===== src/rtl/alu_seq_pkg.sv =====
// Shared opcode, FSM and flag definitions for the registered MY8CPU ALU.
// Imported by the ALU core, its combinational slice and the bus interface users.
package alu_seq_pkg;

    typedef enum logic [3:0] {
        OP_ADD  = 4'd0,
        OP_SUB  = 4'd1,
        OP_AND  = 4'd2,
        OP_OR   = 4'd3,
        OP_XOR  = 4'd4,
        OP_NOT  = 4'd5,
        OP_ADC  = 4'd6,
        OP_SBC  = 4'd7,
        OP_CMP  = 4'd8,
        OP_SHL  = 4'd9,
        OP_SHR  = 4'd10,
        OP_SAR  = 4'd11,
        OP_ROL  = 4'd12,
        OP_ROR  = 4'd13,
        OP_MUL  = 4'd14,
        OP_RSVD = 4'd15
    } op_e;

    typedef enum logic [1:0] {
        IDLE  = 2'd0,
        SHIFT = 2'd1,
        MUL   = 2'd2,
        DONE  = 2'd3
    } state_e;

    // Bit positions inside the {Z,N,C,V} flag vector.
    localparam int FLAG_Z = 3;
    localparam int FLAG_N = 2;
    localparam int FLAG_C = 1;
    localparam int FLAG_V = 0;

    function automatic logic is_shift_op(input logic [3:0] op);
        return (op >= OP_SHL) && (op <= OP_ROR);
    endfunction

endpackage


===== src/rtl/alu_seq_if.sv =====
// Request/response bus of the sequential ALU: valid/ready in, valid/ready out.
// The ALU uses the slave modport; the register-file/writeback side uses master.
interface alu_seq_if #(
    parameter int WIDTH = 8
) ();
    logic             in_valid;
    logic             in_ready;
    logic [3:0]       op;
    logic [WIDTH-1:0] a;
    logic [WIDTH-1:0] b;
    logic             out_valid;
    logic             out_ready;
    logic [WIDTH-1:0] s;
    logic [WIDTH-1:0] s_hi;
    logic [3:0]       flags;
    logic             op_err;

    modport master (
        output in_valid, op, a, b, out_ready,
        input  in_ready, out_valid, s, s_hi, flags, op_err
    );

    modport slave (
        input  in_valid, op, a, b, out_ready,
        output in_ready, out_valid, s, s_hi, flags, op_err
    );
endinterface


===== src/rtl/alu_seq_comb.sv =====
// Single-cycle part of the ALU: add/sub family, logic ops, CMP and zero-length
// shifts, plus the Z/N/C/V flags for those results.
module alu_seq_comb
    import alu_seq_pkg::*;
#(
    parameter int WIDTH = 8
) (
    input  logic [3:0]       op,
    input  logic [WIDTH-1:0] a,
    input  logic [WIDTH-1:0] b,
    input  logic             cin,
    output logic [WIDTH-1:0] s,
    output logic [3:0]       flags,
    output logic             op_err
);
    logic [WIDTH:0]   sum;
    logic [WIDTH:0]   diff;
    logic [WIDTH-1:0] logic_res;
    logic             add_cin;
    logic             sub_cin;
    logic             add_ovf;
    logic             sub_ovf;
    logic             c;
    logic             v;

    // Only ADC/SBC consume the stored carry; the top bit of sum/diff is carry/borrow.
    assign add_cin = (op == OP_ADC) ? cin : 1'b0;
    assign sub_cin = (op == OP_SBC) ? cin : 1'b0;
    assign sum     = {1'b0, a} + {1'b0, b} + {{WIDTH{1'b0}}, add_cin};
    assign diff    = {1'b0, a} - {1'b0, b} - {{WIDTH{1'b0}}, sub_cin};
    assign add_ovf = (a[WIDTH-1] == b[WIDTH-1]) && (sum[WIDTH-1] != a[WIDTH-1]);
    assign sub_ovf = (a[WIDTH-1] != b[WIDTH-1]) && (diff[WIDTH-1] != a[WIDTH-1]);

    for (genvar gi = 0; gi < WIDTH; gi++) begin : g_logic
        assign logic_res[gi] = (op == OP_AND) ? (a[gi] & b[gi]) :
                               (op == OP_OR)  ? (a[gi] | b[gi]) :
                               (op == OP_XOR) ? (a[gi] ^ b[gi]) : ~a[gi];
    end

    always_comb begin
        s      = '0;
        c      = 1'b0;
        v      = 1'b0;
        op_err = 1'b0;
        case (op)
            OP_ADD, OP_ADC: begin
                s = sum[WIDTH-1:0];
                c = sum[WIDTH];
                v = add_ovf;
            end
            OP_SUB, OP_SBC: begin
                s = diff[WIDTH-1:0];
                c = diff[WIDTH];
                v = sub_ovf;
            end
            OP_CMP: begin
                s = a;
                c = diff[WIDTH];
                v = sub_ovf;
            end
            OP_AND, OP_OR, OP_XOR, OP_NOT: begin
                s = logic_res;
            end
            // Reached only for a zero shift amount: operand passes through, carry kept.
            OP_SHL, OP_SHR, OP_SAR, OP_ROL, OP_ROR: begin
                s = a;
                c = cin;
            end
            default: begin
                op_err = 1'b1;
            end
        endcase
    end

    always_comb begin
        flags = '0;
        if (!op_err) begin
            flags[FLAG_Z] = (s == '0);
            flags[FLAG_N] = s[WIDTH-1];
            flags[FLAG_C] = c;
            flags[FLAG_V] = v;
        end
    end

endmodule


===== src/rtl/alu_seq.sv =====
// Registered MY8CPU ALU with valid/ready handshake; shifts run one bit per cycle.
// Define ALU_SEQ_MUL_EN to build the iterative shift-add multiplier for opcode 14.
module alu_seq
    import alu_seq_pkg::*;
#(
    parameter int WIDTH = 8
) (
    input  logic     clk,
    input  logic     rst_n,
    alu_seq_if.slave bus
);
    localparam int SHW = $clog2(WIDTH);
    localparam int CW  = $clog2(WIDTH + 1);

    localparam logic [1:0] ST_IDLE  = IDLE;
    localparam logic [1:0] ST_SHIFT = SHIFT;
    localparam logic [1:0] ST_MUL   = MUL;
    localparam logic [1:0] ST_DONE  = DONE;

    logic [1:0]       state_reg, state_next;
    logic [CW-1:0]    cnt_reg, cnt_next;
    logic [3:0]       op_reg, op_next;
    logic [WIDTH-1:0] sh_reg, sh_next;
    logic             creg_reg, creg_next;
    logic             out_valid_reg, out_valid_next;
    logic [WIDTH-1:0] s_reg, s_next;
    logic [3:0]       flags_reg, flags_next;
    logic             op_err_reg, op_err_next;

    logic [WIDTH-1:0] comb_s;
    logic [3:0]       comb_flags;
    logic             comb_err;
    logic [WIDTH-1:0] step_val;
    logic             step_c;
    logic [SHW-1:0]   shamt;
    logic             accept;
    logic             take;

`ifdef ALU_SEQ_MUL_EN
    logic [WIDTH-1:0] s_hi_reg, s_hi_next;
    logic [WIDTH-1:0] hi_reg, hi_next;
    logic [WIDTH-1:0] mcand_reg, mcand_next;
    logic [WIDTH:0]   mul_sum;
    logic [WIDTH-1:0] mul_hi;
    logic [WIDTH-1:0] mul_lo;

    // sh_reg holds the multiplier and collects the low product bits as it shifts out.
    assign mul_sum = {1'b0, hi_reg} + (sh_reg[0] ? {1'b0, mcand_reg} : '0);
    assign mul_hi  = mul_sum[WIDTH:1];
    assign mul_lo  = {mul_sum[0], sh_reg[WIDTH-1:1]};
    assign bus.s_hi = s_hi_reg;
`else
    assign bus.s_hi = '0;
`endif

    alu_seq_comb #(
        .WIDTH (WIDTH)
    ) u_comb (
        .op     (bus.op),
        .a      (bus.a),
        .b      (bus.b),
        .cin    (creg_reg),
        .s      (comb_s),
        .flags  (comb_flags),
        .op_err (comb_err)
    );

    // DONE with a same-cycle take behaves like IDLE, giving one op per clock.
    assign bus.in_ready  = ((state_reg == ST_IDLE) || (state_reg == ST_DONE)) &&
                           (!out_valid_reg || bus.out_ready);
    assign accept        = bus.in_valid && bus.in_ready;
    assign take          = out_valid_reg && bus.out_ready;
    assign shamt         = bus.b[SHW-1:0];
    assign bus.out_valid = out_valid_reg;
    assign bus.s         = s_reg;
    assign bus.flags     = flags_reg;
    assign bus.op_err    = op_err_reg;

    // One-bit step of the shift/rotate in flight; step_c is the bit leaving.
    always_comb begin
        step_c   = sh_reg[0];
        step_val = sh_reg >> 1;
        case (op_reg)
            OP_SHL: begin
                step_c   = sh_reg[WIDTH-1];
                step_val = sh_reg << 1;
            end
            OP_SAR: step_val = {sh_reg[WIDTH-1], sh_reg[WIDTH-1:1]};
            OP_ROL: begin
                step_c   = sh_reg[WIDTH-1];
                step_val = {sh_reg[WIDTH-2:0], sh_reg[WIDTH-1]};
            end
            OP_ROR: step_val = {sh_reg[0], sh_reg[WIDTH-1:1]};
            default: ;
        endcase
    end

    always_comb begin
        state_next     = state_reg;
        cnt_next       = cnt_reg;
        op_next        = op_reg;
        sh_next        = sh_reg;
        creg_next      = creg_reg;
        out_valid_next = out_valid_reg;
        s_next         = s_reg;
        flags_next     = flags_reg;
        op_err_next    = op_err_reg;
`ifdef ALU_SEQ_MUL_EN
        s_hi_next      = s_hi_reg;
        hi_next        = hi_reg;
        mcand_next     = mcand_reg;
`endif

        if (take) begin
            out_valid_next = 1'b0;
        end

        case (state_reg)
            ST_DONE: begin
                if (take) begin
                    state_next = ST_IDLE;
                end
            end
            ST_SHIFT: begin
                sh_next  = step_val;
                cnt_next = cnt_reg - CW'(1);
                if (cnt_reg == CW'(1)) begin
                    state_next            = ST_DONE;
                    out_valid_next        = 1'b1;
                    s_next                = step_val;
                    op_err_next           = 1'b0;
                    creg_next             = step_c;
                    flags_next            = '0;
                    flags_next[FLAG_Z]    = (step_val == '0);
                    flags_next[FLAG_N]    = step_val[WIDTH-1];
                    flags_next[FLAG_C]    = step_c;
`ifdef ALU_SEQ_MUL_EN
                    s_hi_next             = '0;
`endif
                end
            end
            ST_MUL: begin
`ifdef ALU_SEQ_MUL_EN
                hi_next  = mul_hi;
                sh_next  = mul_lo;
                cnt_next = cnt_reg - CW'(1);
                if (cnt_reg == CW'(1)) begin
                    state_next            = ST_DONE;
                    out_valid_next        = 1'b1;
                    s_next                = mul_lo;
                    s_hi_next             = mul_hi;
                    op_err_next           = 1'b0;
                    creg_next             = (mul_hi != '0);
                    flags_next            = '0;
                    flags_next[FLAG_Z]    = (mul_lo == '0);
                    flags_next[FLAG_N]    = mul_lo[WIDTH-1];
                    flags_next[FLAG_C]    = (mul_hi != '0);
                end
`endif
            end
            default: ;
        endcase

        if (accept) begin
            if (is_shift_op(bus.op) && (shamt != '0)) begin
                state_next = ST_SHIFT;
                sh_next    = bus.a;
                cnt_next   = CW'(shamt);
                op_next    = bus.op;
            end
`ifdef ALU_SEQ_MUL_EN
            else if (bus.op == OP_MUL) begin
                state_next = ST_MUL;
                sh_next    = bus.b;
                hi_next    = '0;
                mcand_next = bus.a;
                cnt_next   = CW'(WIDTH);
            end
`endif
            else begin
                state_next     = ST_DONE;
                out_valid_next = 1'b1;
                s_next         = comb_s;
                flags_next     = comb_flags;
                op_err_next    = comb_err;
`ifdef ALU_SEQ_MUL_EN
                s_hi_next      = '0;
`endif
                // Illegal opcodes must not disturb the carry chain.
                if (!comb_err) begin
                    creg_next = comb_flags[FLAG_C];
                end
            end
        end
    end

    always_ff @(posedge clk or negedge rst_n) begin
        if (!rst_n) begin
            state_reg     <= ST_IDLE;
            cnt_reg       <= '0;
            op_reg        <= '0;
            sh_reg        <= '0;
            creg_reg      <= 1'b0;
            out_valid_reg <= 1'b0;
            s_reg         <= '0;
            flags_reg     <= '0;
            op_err_reg    <= 1'b0;
`ifdef ALU_SEQ_MUL_EN
            s_hi_reg      <= '0;
            hi_reg        <= '0;
            mcand_reg     <= '0;
`endif
        end else begin
            state_reg     <= state_next;
            cnt_reg       <= cnt_next;
            op_reg        <= op_next;
            sh_reg        <= sh_next;
            creg_reg      <= creg_next;
            out_valid_reg <= out_valid_next;
            s_reg         <= s_next;
            flags_reg     <= flags_next;
            op_err_reg    <= op_err_next;
`ifdef ALU_SEQ_MUL_EN
            s_hi_reg      <= s_hi_next;
            hi_reg        <= hi_next;
            mcand_reg     <= mcand_next;
`endif
        end
    end

endmodule


===== src/flat_wrapper.sv =====
// flat-port wrapper written by rule: the top's interface ports become plain ports
module alu_seq_flat import alu_seq_pkg::*;
#(
    parameter int WIDTH = 8
)
  (clk, rst_n, bus_in_valid, bus_op, bus_a, bus_b, bus_out_ready, bus_in_ready, bus_out_valid, bus_s, bus_s_hi, bus_flags, bus_op_err);
  alu_seq_if #(.WIDTH(WIDTH)) bus_i ();
  input  logic clk;
  input  logic rst_n;
  input wire logic [$bits(bus_i.in_valid)-1:0] bus_in_valid;
  input wire logic [$bits(bus_i.op)-1:0] bus_op;
  input wire logic [$bits(bus_i.a)-1:0] bus_a;
  input wire logic [$bits(bus_i.b)-1:0] bus_b;
  input wire logic [$bits(bus_i.out_ready)-1:0] bus_out_ready;
  output wire logic [$bits(bus_i.in_ready)-1:0] bus_in_ready;
  output wire logic [$bits(bus_i.out_valid)-1:0] bus_out_valid;
  output wire logic [$bits(bus_i.s)-1:0] bus_s;
  output wire logic [$bits(bus_i.s_hi)-1:0] bus_s_hi;
  output wire logic [$bits(bus_i.flags)-1:0] bus_flags;
  output wire logic [$bits(bus_i.op_err)-1:0] bus_op_err;
  assign bus_i.in_valid = bus_in_valid;
  assign bus_i.op = bus_op;
  assign bus_i.a = bus_a;
  assign bus_i.b = bus_b;
  assign bus_i.out_ready = bus_out_ready;
  assign bus_in_ready = bus_i.in_ready;
  assign bus_out_valid = bus_i.out_valid;
  assign bus_s = bus_i.s;
  assign bus_s_hi = bus_i.s_hi;
  assign bus_flags = bus_i.flags;
  assign bus_op_err = bus_i.op_err;
  alu_seq #(.WIDTH(WIDTH)) u_core (.clk(clk), .rst_n(rst_n), .bus(bus_i));
endmodule

===== config.mk =====
export PLATFORM = sky130hd
export DESIGN_NAME = alu_seq_flat
export DESIGN_NICKNAME = d
export VERILOG_FILES = /design/src/rtl/alu_seq_pkg.sv /design/src/rtl/alu_seq_if.sv /design/src/rtl/alu_seq_comb.sv /design/src/rtl/alu_seq.sv /design/src/flat_wrapper.sv
export SDC_FILE = /design/constraint.sdc
export NUM_CORES = 1
export LEC_CHECK = 0
export CAP_MARGIN = 20
export CELL_PAD_IN_SITES_DETAIL_PLACEMENT = 1
export CELL_PAD_IN_SITES_GLOBAL_PLACEMENT = 1
export CORE_MARGIN = 1.5
export CORE_UTILIZATION = 38
export DETAILED_ROUTE_END_ITERATION = 8
export PLACE_DENSITY = 0.89
export SLEW_MARGIN = 20
export SYNTH_ARGS = -nofsm -noshare
export SYNTH_HDL_FRONTEND = slang
export SYNTH_SLANG_ARGS = --single-unit

===== constraint.sdc =====
create_clock -name clk -period 2.6 [get_ports clk]
set_input_delay 0.52 -clock clk [delete_from_list [all_inputs] [get_ports clk]]
set_output_delay 0.52 -clock clk [all_outputs]
set_load 0.03 [all_outputs]

### After elaboration in Yosys (flattened, before gate mapping)

Cells that the tools add are included.

| word-level totals | value |
|---|---|
| bits in registers | 33 |
| latch bits | 0 |
| memory bits (writable) | 0 |
| memory bits (read-only) | 0 |
| bits of input ports | 24 |
| output and inout bits | 23 |
| logic and storage cells | 166 |
| memories | 0 |

| operators by class | value |
|---|---|
| add/sub/neg operators | 5 |
| $mul | 0 |
| divide/modulo/power cells | 0 |
| order comparisons | 2 |
| equality and inequality tests | 26 |
| shift operators | 0 |
| mux-type cells | 66 |
| bitwise gates (word level) | 32 |
| reduce and logical (&&, ||, !) cells | 26 |

Operators by type and width:

| operator | number |
|---|---|
| case mux 8 bit (4 select lines) | 2 |
| two-way mux 8 bit | 7 |
| two-way mux 1 bit | 42 |
| equality test 4 bit, second input constant | 10 |
| two-way mux 4 bit | 8 |
| equality test 4 x 3 -> 1 bit, second input constant | 4 |
| logical NOT 8 bit | 2 |
| OR reduction 14 bit | 1 |
| adder 8 x 8 -> 9 bit | 1 |
| adder 9 x 1 -> 9 bit | 1 |
| subtractor 8 x 8 -> 9 bit | 1 |
| subtractor 9 x 1 -> 9 bit | 1 |
| bitwise AND 1 bit | 8 |
| equality test 4 x 1 -> 1 bit, second input constant | 2 |
| equality test 4 x 2 -> 1 bit, second input constant | 2 |
| two-way mux 2 bit | 4 |
| NOT 1 bit | 8 |
| OR 1 bit | 8 |
| bitwise XOR 1 bit | 8 |
| logical AND 1 bit | 7 |
| inequality test 3 x 1 -> 1 bit, second input constant | 2 |
| nonzero test 3 bit | 2 |
| OR reduction 2 bit | 3 |
| OR reduction 6 bit | 1 |
| 19 further kinds | 22 |

### Longest topological paths before layout

Gate-level depths: netlist of run 1.

| depth | value |
|---|---|
| depth in word-level cells | 10 |
| depth in mapped cells | 13 |
| gate-level depth less buffers | 11 |

### By module

From an unflattened synthesis of run 1, not the netlist that was laid out.

| unflattened totals | value |
|---|---|
| cells, all modules | 428 |
| area total of the unflattened synthesis | 3578.4 um^2 |

Modules (own cells, without submodules):

| module | times used | cells each | area each (um^2) | seq. area each (um^2) |
|---|---|---|---|---|
| alu_seq | 1 | 190 | 1885.6 | 825.8 |
| alu_seq_comb | 1 | 238 | 1692.9 | 0.0 |

### Worst setup path after synthesis of run 1

OpenSTA, ideal clock, no wires.

| timing path | value |
|---|---|
| path kind | input-to-reg |
| start | in bus_op[0] |
| end | reg u_core.flags_reg[3] (netlist: u_core.bus.flags[3]) |
| setup time | 66 ps |
| data arrival time | 3404 ps |
| required time | 2534 ps |
| slack | -870 ps |
| cell stages on the path | 12 |
| path buffers | 3 |
| cell sequence | clkbuf_1 clkbuf_1 buf_2 nand4_1 fa_1 fa_1 o21a_1 or3_1 a32o_1 nor3_1 and4_4 a31o_1 |

| on the way | value |
|---|---|
| cells in the longest elaborated chain, start to end | 9 |
| elaborated cells between the ends (all ways) | 56 |
| classes of those cells | add/sub: 2; order compare: 2; eq/ne: 13; mux: 30; reduce/logical: 9 |

RTL lines:

| element | RTL line | text |
|---|---|---|
| start, declared | flat_wrapper.sv:11 | `input wire logic [$bits(bus_i.op)-1:0] bus_op;` |
| branches (longest 7 deep; another with subtractor 9 x 1 -> 9 bit) | n/a |  |
| two-way mux 4 bit (*) | alu_seq.sv:165 | `if (is_shift_op(bus.op) && (shamt != '0)) begin` |
| two-way mux 4 bit (*) | alu_seq.sv:164 | `if (accept) begin` |
| via u_core.flags_next[3] | alu_seq.sv:27 | `logic [3:0] flags_reg, flags_next;` |
| end signal, assigned | alu_seq.sv:221 | `flags_reg <= flags_next;` |
| end, declared | alu_seq.sv:27 |  |

Mark *: on every way through the listed nets, which the timed path passes.
A chain may end at the register's enable or synchronous reset.

### Worst setup path in the final report of run 1

| timing path | value |
|---|---|
| start | in bus_op[3] |
| end | reg u_core.flags_reg[3] (netlist: u_core.bus.flags[3]) |

The elaborated chain is that of the path after synthesis.

==> impl_metrics.py, run 1 <==
metrics = {
    "cts": {
        "htree_levels": 2,
        "hold_buffers": 0,
        "clk_latency_ns": 0.28,
        "ctsRootBufferMaster": "clkbuf_8",
        "cts_buffers": 5,
        "clkTransAtPathRegs_ns": 0.06,
        "clock-sinks": 33,
        "clockBufferDepth": 2,
        "cts_tree": "done",
    },
    "route": {
        "vias_per_cell": 5.75,
        "drt_pre_antenna_iters": 4,
        "drc_errors": 0,
        "avgRoutedWirePerCell_um": 21.0,
        "vias": 3758,
        "drt-initial-drc-count": 180,
        "drtAntennaViolNets": 0,
        "wl_mm": 13.7,
    },
    "floorplanning": {
        "die_h_um": 97.5,
        "dieArea_mm2": 0.00950,
        "initial_utilization": 0.391,
        "rows": 34,
        "num_io_pins": 47,
        "core_mm2": 0.00868,
        "fp.dieW_um": 97.5,
    },
    "timing": {
        "slew-limit-headroom": 0.574,
        "fin_ws_ns": -0.216,
        "min_period_over_period": 1.08,
        "fmax_mhz": 355,
        "fin_crit_ns": 2.82,
        "setup_viol": 11,
        "tightest_slew_ns": 0.637,
        "fin_worst_skew_ns": 0.00397,
        "hold_violations": 0,
        "slew_violations": 0,
        "grt_setup_unrepaired": "true",
    },
    "yosys": {
        "synth-warning-count": 0,
        "synth_enable_flop_cells": 0,
        "ys_seq_area_frac": 0.244,
        "synth-main-ff-cell": "dfrtp_1",
        "async_flop_share": 1.00,
        "synth_seq_cells": 33,
        "ys_types": 64,
        "synth_cells": 423,
        "synth_area_mm2": 0.00339,
        "synth_area_per_cell_um2": 8.02,
    },
    "worst_setup_path": {
        "worst_r2r_startpoint": "u_core.creg_reg",
        "critPathCaptureType": "flop",
        "reg2regPathDepth": 11,
        "r2r_end": "u_core.bus.flags[3]",
        "crit_required_ns": 2.82,
        "cp_cell_sequence": "buf_8 -> nor2b_4 -> buf_6 -> nand4b_1 -> fa_2 -> fa_2 -> nor2b_4 -> o31a_1 -> o22ai_2 -> xnor2_1 -> a221o_1 -> nor2_1 -> a31o_1",
        "crit_type": "in -> reg",
        "rrSetupSlack_ns": -0.18,
        "cp-start-kind": "input port",
        "crit_fanout": 2,
        "cp_slowest_cell": "fa_2",
        "cp.arrival_ns": 3.03,
        "max_stage_delay_ns": 0.39,
    },
    "power": {
        "ir_worst_vdd_v": 0.000278,
        "p_leak_nw": 2.15,
        "power_density_mw_per_mm2": 733,
        "total_power_mw": 3.56,
    },
    "grt": {
        "grt_start_max_net_pins": 34,
        "grt.total_usage": 0.276,
        "grt_pass1_wl_mm": 20.9,
        "grt_pass1_vias": 4074,
        "grt_overflow": 0,
        "antenna_found_initial": 0,
    },
    "hold_path": {
        "hold_path_class": "reg -> reg",
        "min_from": "u_core.op_reg[3]",
        "holdPathEnd": "u_core.op_reg[3]",
        "min_path_cells": 1,
    },
    "outcome": {
        "status": "complete, but fails checks",
        "failed_checks": "setup timing",
    },
    "final_layout": {
        "syn_to_final_growth_pct": 43.2,
        "nNetsFinal": 606,
        "antenna_cells": 0,
        "drive_above_1_share": 0.308,
    },
    "run": {
        "max_cap_viol_count": 0,
    },
    "placed_design": {
        "place_congestion": 0.937,
        "place_ws_ns": -0.959,
        "port_buffers": 38,
        "hpwl_mm": 9.60,
    },
}
[cells in the mapped netlist (all sizes together), types with 10 or more instances]
cell | n | area, um2
a21oi | 23 | 115
buf | 15 | 119
clkbuf | 15 | 56.3
dfrtp | 33 | 826
ha | 34 | 425
inv | 27 | 101
mux2i | 11 | 110
nand2 | 47 | 176
nand2b | 10 | 62.6
nor2 | 33 | 126
o21ai | 45 | 225
o22ai | 10 | 62.6
xnor2 | 11 | 96.3
[critical path, delay by kind of cell]
kind,cells,cell delay [ns]
AO/OA/AOI/OAI,4,0.82
adder cells (fa/ha/maj),2,0.78
AND/OR/NAND/NOR,4,0.56
buffers and inverters,2,0.21
XOR/XNOR,1,0.15
[worst max path at each step]
stage                          from                  end  slack, ns  depth (start not counted)
final                     bus_op[3]  u_core.bus.flags[3]      -0.22                         13
after CTS                 bus_op[3]  u_core.bus.flags[3]      -0.21                         11
after global routing      bus_op[3]  u_core.bus.flags[3]      -0.30                         13
after global placement    bus_op[3]  u_core.bus.flags[3]      -0.83                         12
after detailed placement  bus_op[3]  u_core.bus.flags[3]      -0.96                         12
after floorplan           bus_op[0]  u_core.bus.flags[3]      -0.47                         13
[through the flow]
step	TNS, ns	utilization	instances	hold WS [ns]	cell area [um2]
after global routing	-1.98	0.560	653	0.543	4860
after detailed placement	-10.77	0.519	637	0.493	4510
final	-1.20	0.560	653	0.516	4860
after CTS	-0.783	0.545	651	0.515	4730
after floorplan	-3.30	-	430	0.224	3510
after global placement	-8.88	0.519	637	0.482	4510
[cells by family (layout without fill, tap and decap cells)]
group | Yosys count | in the layout | synth area share
other cells | 1 | 8 | 0.00111
xor+xnor | 14 | 14 | 0.0362
flops | 33 | 33 | 0.244
mux | 14 | 14 | 0.0424
compound gates | 128 | 128 | 0.240
simple gates | 138 | 138 | 0.206
fa+ha+maj | 38 | 38 | 0.149
buf+inv | 57 | 172 | 0.0815
[final cells by class]
| type | instances | area, um2 |
|---|---|---|
| clock buffer | 8 | 80.1 |
| fill | 1044 | 3820 |
| inverter | 27 | 101 |
| multi-input combinational | 340 | 2550 |
| sequential | 33 | 827 |
| tap | 108 | 135 |
| timing repair buffer | 137 | 1160 |
[power breakdown]
| group | internal (mW) | switching, mW |
|---|---|---|
| Sequential | 0.748 | 0.235 |
| Combinational | 0.959 | 1.25 |
| Clock | 0.190 | 0.178 |
[layout by cell type, fill, tap and decap left out, types with 6 or more instances in the layout]
cell / Yosys / layout
o21ai_0: 45 / 39
nor2_1: 32 / 30
clkdlybuf4s50_1: 0 / 27
conb_1: 1 / 8
xnor2_1: 11 / 10
a21oi_1: 23 / 19
o22ai_1: 10 / 6
a22oi_1: 7 / 7
inv_2: 0 / 6
nand2b_1: 10 / 9
buf_4: 8 / 94
ha_1: 34 / 29
dfrtp_1: 33 / 32
mux2i_1: 11 / 11
o211ai_1: 6 / 6
nand2_1: 47 / 43
inv_1: 27 / 21
[repair_timing]
action,CTS,global route
pin swaps,27,15
gates resized for setup,43,28
setup buffers,6,2
setup endpoints to repair,13,11
[routing by layer]
metal | up-vias | share of wire | GRT usage
li1 | 1718 | - | -
met1 | 1861 | 0.39 | 0.318
met2 | 131 | 0.52 | 0.510
met3 | 48 | 0.037 | 0.0381
met4 | 0 | 0.050 | 0.113
met5 | - | 0 | 0
No activity file was read; power rests on OpenSTA's default activity.
==> inputs of run 2 (changes only) <==
--- a/config.mk
+++ b/config.mk
@@ -8,7 +8,6 @@
 export CAP_MARGIN = 20
 export CELL_PAD_IN_SITES_DETAIL_PLACEMENT = 1
 export CELL_PAD_IN_SITES_GLOBAL_PLACEMENT = 1
-export CORE_MARGIN = 1.5
 export CORE_UTILIZATION = 38
 export DETAILED_ROUTE_END_ITERATION = 8
 export PLACE_DENSITY = 0.89
==> run 2 against run 1 <==
Against the previous run: the flow finishes with violations (DRC, setup timing); largest cell class unchanged; fmax is 0.79% lower; clock-buffer cell count is 2 lower; sequential power is 0.8% higher; utilization is 0.35 points lower; non-clock buffer count is 1 lower; register-to-register slack worse by 0.06 ns; clock skew is 0.0035 ns higher; first-iteration DRC count is 27% lower; flip-flop and latch count stayed put; combinational power is 2% lower.
==> impl_metrics.py, run 2 (synthesized netlist as in run 1, its figures left out) <==
metrics = {
    "timing": {
        "hold_violations": 0,
        "slew_violations": 0,
        "grt_setup_unrepaired": "true",
        "setup_viol": 10,
        "tightest_slew_ns": 0.553,
        "fin_crit_ns": 2.84,
        "fmax_mhz": 352,
        "fin_worst_skew_ns": 0.00743,
        "min_period_over_period": 1.09,
        "fin_ws_ns": -0.239,
        "slew-limit-headroom": 0.631,
    },
    "hold_path": {
        "hold_path_class": "reg -> reg",
        "min_from": "u_core.state_reg[0]",
        "holdPathEnd": "u_core.state_reg[0]",
        "min_path_cells": 2,
    },
    "cts": {
        "cts_buffers": 5,
        "clockBufferDepth": 2,
        "hold_buffers": 0,
        "cts_tree": "done",
        "clk_latency_ns": 0.29,
        "clock-sinks": 33,
        "clkTransAtPathRegs_ns": 0.07,
        "ctsRootBufferMaster": "clkbuf_8",
        "htree_levels": 2,
    },
    "placed_design": {
        "place_congestion": 0.949,
        "dp_cells": 636,
        "hpwl_mm": 9.77,
        "port_buffers": 38,
        "place_ws_ns": -1.07,
    },
    "power": {
        "p_leak_nw": 2.15,
        "ir_worst_vdd_v": 0.000299,
        "power_density_mw_per_mm2": 735,
    },
    "final_layout": {
        "mostFrequentLayoutCells": "buf_4, nand2_1, o21ai_0",
        "syn_to_final_growth_pct": 42.3,
        "nNetsFinal": 605,
        "drive_above_1_share": 0.313,
        "antenna_cells": 0,
        "final_common_cell": "buf_4",
        "fin_cells": 652,
    },
    "grt": {
        "grt.total_usage": 0.287,
        "grt_start_max_net_pins": 34,
        "grt_pass1_vias": 3946,
        "grt_pass1_wl_mm": 20.1,
        "grt_overflow": 0,
        "antenna_found_initial": 0,
    },
    "worst_setup_path": {
        "cp.arrival_ns": 3.01,
        "critPathCaptureType": "flop",
        "crit_fanout": 4,
        "worst_r2r_startpoint": "u_core.creg_reg",
        "cp_cell_sequence": "nand4_1 -> fa_2 -> fa_2 -> o21a_1 -> buf_4 -> nand2b_4 -> a21o_1 -> a21oi_2 -> mux2i_1 -> a31o_2 -> nand2_1",
        "rrSetupSlack_ns": -0.24,
        "cp-start-kind": "flop",
        "critPathBufInv": 1,
        "cp_common_cell": "fa_2",
        "crit_type": "reg -> reg",
        "crit_required_ns": 2.77,
        "cp_slowest_cell": "fa_2",
        "max_stage_delay_ns": 0.46,
        "reg2regPathDepth": 11,
        "cp_top_family": "adder cells",
        "r2r_end": "u_core.creg_reg",
    },
    "floorplanning": {
        "fp.dieW_um": 96.5,
        "die_h_um": 96.5,
        "dieArea_mm2": 0.00930,
        "num_io_pins": 47,
        "core_mm2": 0.00868,
        "rows": 34,
        "initial_utilization": 0.391,
    },
    "route": {
        "drt-initial-drc-count": 132,
        "maxUsedRoutingLayer": "met4",
        "wl_met3_um": 382,
        "drc_errors": 1,
        "route.met2.wl_mm": 6.99,
        "vias": 3702,
        "wl_met1_mm": 5.40,
        "drtAntennaViolNets": 0,
        "vias_per_cell": 5.68,
        "wl_mm": 13.2,
        "drt_pre_antenna_iters": 6,
        "avgRoutedWirePerCell_um": 20.2,
    },
    "run": {
        "max_cap_viol_count": 0,
    },
    "outcome": {
        "failed_checks": "DRC, setup timing",
        "status": "complete, but fails checks",
    },
}
==> run 2: cell types whose count changed in the layout (fill, tap and decap cells not counted), sizes merged <==
cell | previous run | this run
clkinv | 0 | 2
buf | 101 | 100
clkdlybuf4s50 | 27 | 26
dlymetal6s2s | 2 | 3
dlygate4sd2 | 4 | 5
clkbuf | 8 | 7
clkdlybuf4s15 | 3 | 1
==> run 2: layout make-up <==
| type | instances | area [um2] |
|---|---|---|
| Clock inverter | 2 | 10.0 |
| Sequential cell | 33 | 827 |
| Clock buffer | 6 | 72.6 |
| Timing Repair Buffer | 136 | 1130 |
| Multi-Input combinational cell | 340 | 2550 |
| Tap cell | 108 | 135 |
| Fill cell | 1060 | 3850 |
| Inverter | 27 | 101 |
==> run 2: metrics by stage <==
step                      utilization  cell area, um2  hold slack (ns)  power [mW]  setup TNS [ns]
final                           0.556            4830            0.543        3.55           -1.33
after global routing            0.556            4830            0.557        3.78           -2.38
after CTS                       0.546            4740            0.543        3.48          -0.829
after detailed placement        0.518            4500            0.506        3.00          -11.99
after global placement          0.518            4500            0.482        2.84           -9.00
after floorplan                     -            3510            0.224        2.19           -3.30
==> run 2: routing by layer <==
| layer | up-vias | track usage |
|---|---|---|
| li1 | 1722 | - |
| met2 | 90 | 0.536 |
| met4 | 0 | 0.0944 |
| met3 | 35 | 0.0305 |
| met5 | - | 0 |
| met1 | 1855 | 0.338 |
==> run 2: tightest hold or removal path, cell delays in order, from the launching register on <==
cell	delay, ns
dfrtp_1	0.38
nand2_1	0.07
nand2_1	0.06
==> run 2: power breakdown <==
group          internal (mW)  total [mW]  switching (mW)
sequential             0.747       0.991           0.244
combinational          0.957        2.17            1.22
clock                  0.186       0.384           0.198
==> run 2: repair_timing <==
item                       4_1_cts  5_1_grt
gates resized for setup         46       22
setup buffers                    7        4
pin swaps                       24       18
setup endpoints to repair       13       12
==> run 2: how the worst max path moves through the flow <==
stage | from | endpoint | cells after the start
after floorplan | bus_op[0] | u_core.bus.flags[3] | 13
after global placement | bus_op[3] | u_core.bus.flags[3] | 12
after detailed placement | bus_op[3] | u_core.bus.flags[3] | 12
after CTS | bus_op[3] | u_core.bus.flags[3] | 11
after global routing | bus_op[3] | u_core.creg_reg | 13
final | u_core.creg_reg | u_core.creg_reg | 11
==> inputs of run 3 (changes only) <==
--- a/config.mk
+++ b/config.mk
@@ -5,10 +5,11 @@
 export SDC_FILE = /design/constraint.sdc
 export NUM_CORES = 1
 export LEC_CHECK = 0
+export ABC_AREA = 1
 export CAP_MARGIN = 20
 export CELL_PAD_IN_SITES_DETAIL_PLACEMENT = 1
 export CELL_PAD_IN_SITES_GLOBAL_PLACEMENT = 1
-export CORE_UTILIZATION = 38
+export CORE_UTILIZATION = 36
 export DETAILED_ROUTE_END_ITERATION = 8
 export PLACE_DENSITY = 0.89
 export SLEW_MARGIN = 20
==> run 3 against run 2 <==
Against the previous run: the flow finishes with violations (setup timing); via count up 14%; largest cell class unchanged; die area up 12%; hold slack worse by 0.011 ns; clock power up 3%; total power up 5.4%; final area up 4.8%; fmax up 9.1%; highest routed layer unchanged.
==> impl_metrics.py, run 3 <==
metrics = {
    "route": {
        "drt_pre_antenna_iters": 4,
        "vias_per_cell": 5.10,
        "drc_errors": 0,
        "avgRoutedWirePerCell_um": 16.5,
        "drtAntennaViolNets": 0,
        "drt-initial-drc-count": 187,
        "vias": 4225,
        "wl_mm": 13.7,
    },
    "timing": {
        "min_period_over_period": 1.00,
        "fin_crit_ns": 2.60,
        "slew_violations": 0,
        "setup_viol": 1,
        "fin_ws_ns": -0.00206,
        "slew-limit-headroom": 0.608,
        "hold_violations": 0,
        "tightest_slew_ns": 0.582,
        "fin_worst_skew_ns": 0.00328,
        "fmax_mhz": 384,
        "grt_setup_unrepaired": "true",
    },
    "floorplanning": {
        "die_h_um": 102,
        "num_io_pins": 47,
        "dieArea_mm2": 0.0105,
        "initial_utilization": 0.370,
        "core_mm2": 0.00977,
        "rows": 36,
        "fp.dieW_um": 102,
    },
    "worst_setup_path": {
        "crit_type": "in -> reg",
        "rrSetupSlack_ns": 0.03,
        "cp_common_cell": "nand2_1",
        "critPathCaptureType": "flop",
        "cp_slowest_cell": "fa_2",
        "max_stage_delay_ns": 0.44,
        "cp-start-kind": "input port",
        "crit_fanout": 3,
        "cp.arrival_ns": 2.82,
        "reg2regPathDepth": 13,
        "r2r_end": "u_core.bus.flags[3]",
        "cp_cell_sequence": "buf_2 -> nand2_1 -> inv_2 -> nand3_2 -> fa_2 -> fa_2 -> buf_4 -> nand3_2 -> nand4_1 -> nand3_1 -> nand2_1 -> nor2_2 -> nand2_1 -> nor2_1 -> nand2_1 -> a21oi_2",
        "crit_required_ns": 2.82,
        "worst_r2r_startpoint": "u_core.creg_reg",
    },
    "hold_path": {
        "min_path_cells": 1,
        "hold_path_class": "reg -> reg",
        "min_from": "u_core.op_reg[3]",
        "holdPathEnd": "u_core.op_reg[3]",
    },
    "final_layout": {
        "antenna_cells": 0,
        "drive_above_1_share": 0.249,
        "final_common_cell": "nand2_1",
        "mostFrequentLayoutCells": "nand2_1, buf_4, inv_1",
        "syn_to_final_growth_pct": 39.7,
        "fin_cells": 829,
        "nNetsFinal": 758,
    },
    "yosys": {
        "synth_area_per_cell_um2": 6.28,
        "yosysTopAreaCellShare": 0.228,
        "ys_top_cells_by_area": "dfrtp_1, nand2_1, ha_1",
        "synth_common_cells": "nand2_1, inv_1, nor2_1, nand3_1, o21ai_0",
        "synth_enable_flop_cells": 0,
        "synth_seq_cells": 33,
        "ys_types": 38,
        "synth_cells": 576,
        "synth_area_mm2": 0.00362,
        "ys_seq_area_frac": 0.228,
        "synth-main-ff-cell": "dfrtp_1",
        "synth_top_cell_by_area": "dfrtp_1",
        "synth-warning-count": 0,
        "async_flop_share": 1.00,
        "synth.most_common_cell": "nand2_1",
    },
    "power": {
        "p_leak_nw": 2.67,
        "ir_worst_vdd_v": 0.000403,
        "power_density_mw_per_mm2": 740,
    },
    "cts": {
        "cts_tree": "done",
        "htree_levels": 2,
        "clockBufferDepth": 2,
        "clock-sinks": 33,
        "cts_buffers": 5,
        "clkTransAtPathRegs_ns": 0.07,
        "clk_latency_ns": 0.29,
        "ctsRootBufferMaster": "clkbuf_8",
    },
    "placed_design": {
        "port_buffers": 38,
        "place_congestion": 0.926,
        "dp_cells": 814,
        "place_ws_ns": -0.673,
        "hpwl_mm": 10.8,
    },
    "grt": {
        "grt_pass1_vias": 4467,
        "grt.total_usage": 0.268,
        "antenna_found_initial": 0,
        "grt_pass1_wl_mm": 21.4,
        "grt_overflow": 0,
        "grt_start_max_net_pins": 34,
    },
    "outcome": {
        "status": "complete, but fails checks",
        "failed_checks": "setup timing",
    },
    "run": {
        "max_cap_viol_count": 0,
    },
}
-- run 3: cell count changes in the layout (fill, tap and decap cells not counted), sizes merged, moves of 9 or more --
cell	delta
nand2	+111
inv	+66
nor2	+49
nand3	+44
buf	-11
mux2i	-10
nand2b	-10
xnor2	-9
-- run 3: metal layers --
| layer | GRT usage | vias up | wire length [um] |
|---|---|---|---|
| li1 | - | 2042 | - |
| met1 | 0.295 | 2040 | 5460 |
| met2 | 0.520 | 105 | 7280 |
| met3 | 0.0253 | 38 | 516 |
| met4 | 0.109 | 0 | 460 |
| met5 | 0 | - | 0 |
-- run 3: worst max path at each step --
stage                     startpoint             endpoint  slack (ns)
final                      bus_op[0]  u_core.bus.flags[3]      -0.002
after global routing        bus_b[6]  u_core.bus.flags[3]        -0.1
after CTS                  bus_op[1]  u_core.bus.flags[3]       0.004
after detailed placement   bus_op[0]  u_core.bus.flags[3]       -0.67
after global placement     bus_op[0]      u_core.bus.s[7]       -0.62
after floorplan            bus_op[2]  u_core.bus.flags[3]        0.12
-- run 3: layout make-up --
cell class              instances  area [um2]
repair buffers                124        1040
flip-flops and latches         33         827
inverters                      93         349
fillers                      1314        4720
clock buffers                   7        86.3
multi-input cells             439        2580
well taps                     133         166
-- run 3: metrics by stage --
stage	power [mW]	utilization	hold WS, ns	setup TNS, ns	area (um2)
after global routing	4.03	0.517	0.552	-0.184	5060
after detailed placement	3.22	0.477	0.499	-7.13	4660
final	3.74	0.517	0.532	-0.00206	5060
after CTS	3.67	0.500	0.525	0	4880
after global placement	3.06	0.477	0.482	-5.89	4660
after floorplan	2.33	-	0.224	0	3640
-- run 3: critical path: cells and delay by family --
family,cells,cell delay [ns]
simple gates,10,0.94
fa+ha+maj,2,0.86
compound gates,1,0.14
buf+inv,3,0.36
-- run 3: timing repair --
| item | in CTS | in global routing |
|---|---|---|
| pin swaps | 9 | 24 |
| resized for setup | 27 | 59 |
| buffers inserted | 3 | 5 |
| hold buffers | 0 | 0 |
| setup endpoints to repair | 13 | 11 |
-- run 3: kinds of logic (layout without fill, tap and decap cells) --
group | after synthesis | count (layout) | synth area share
fa+ha+maj | 38 | 38 | 0.140
simple gates | 301 | 301 | 0.354
other cells | 1 | 8 | 0.00104
buf+inv | 111 | 224 | 0.132
xor+xnor | 5 | 5 | 0.0121
flops | 33 | 33 | 0.228
compound gates | 86 | 86 | 0.130
mux | 1 | 1 | 0.00277
-- run 3: power breakdown --
part           internal (mW)  switching [mW]  leakage [nW]  total [mW]
combinational          0.954            1.44          2.23        2.39
clock                  0.210           0.185        0.0443       0.395
sequential             0.765           0.188         0.398       0.953
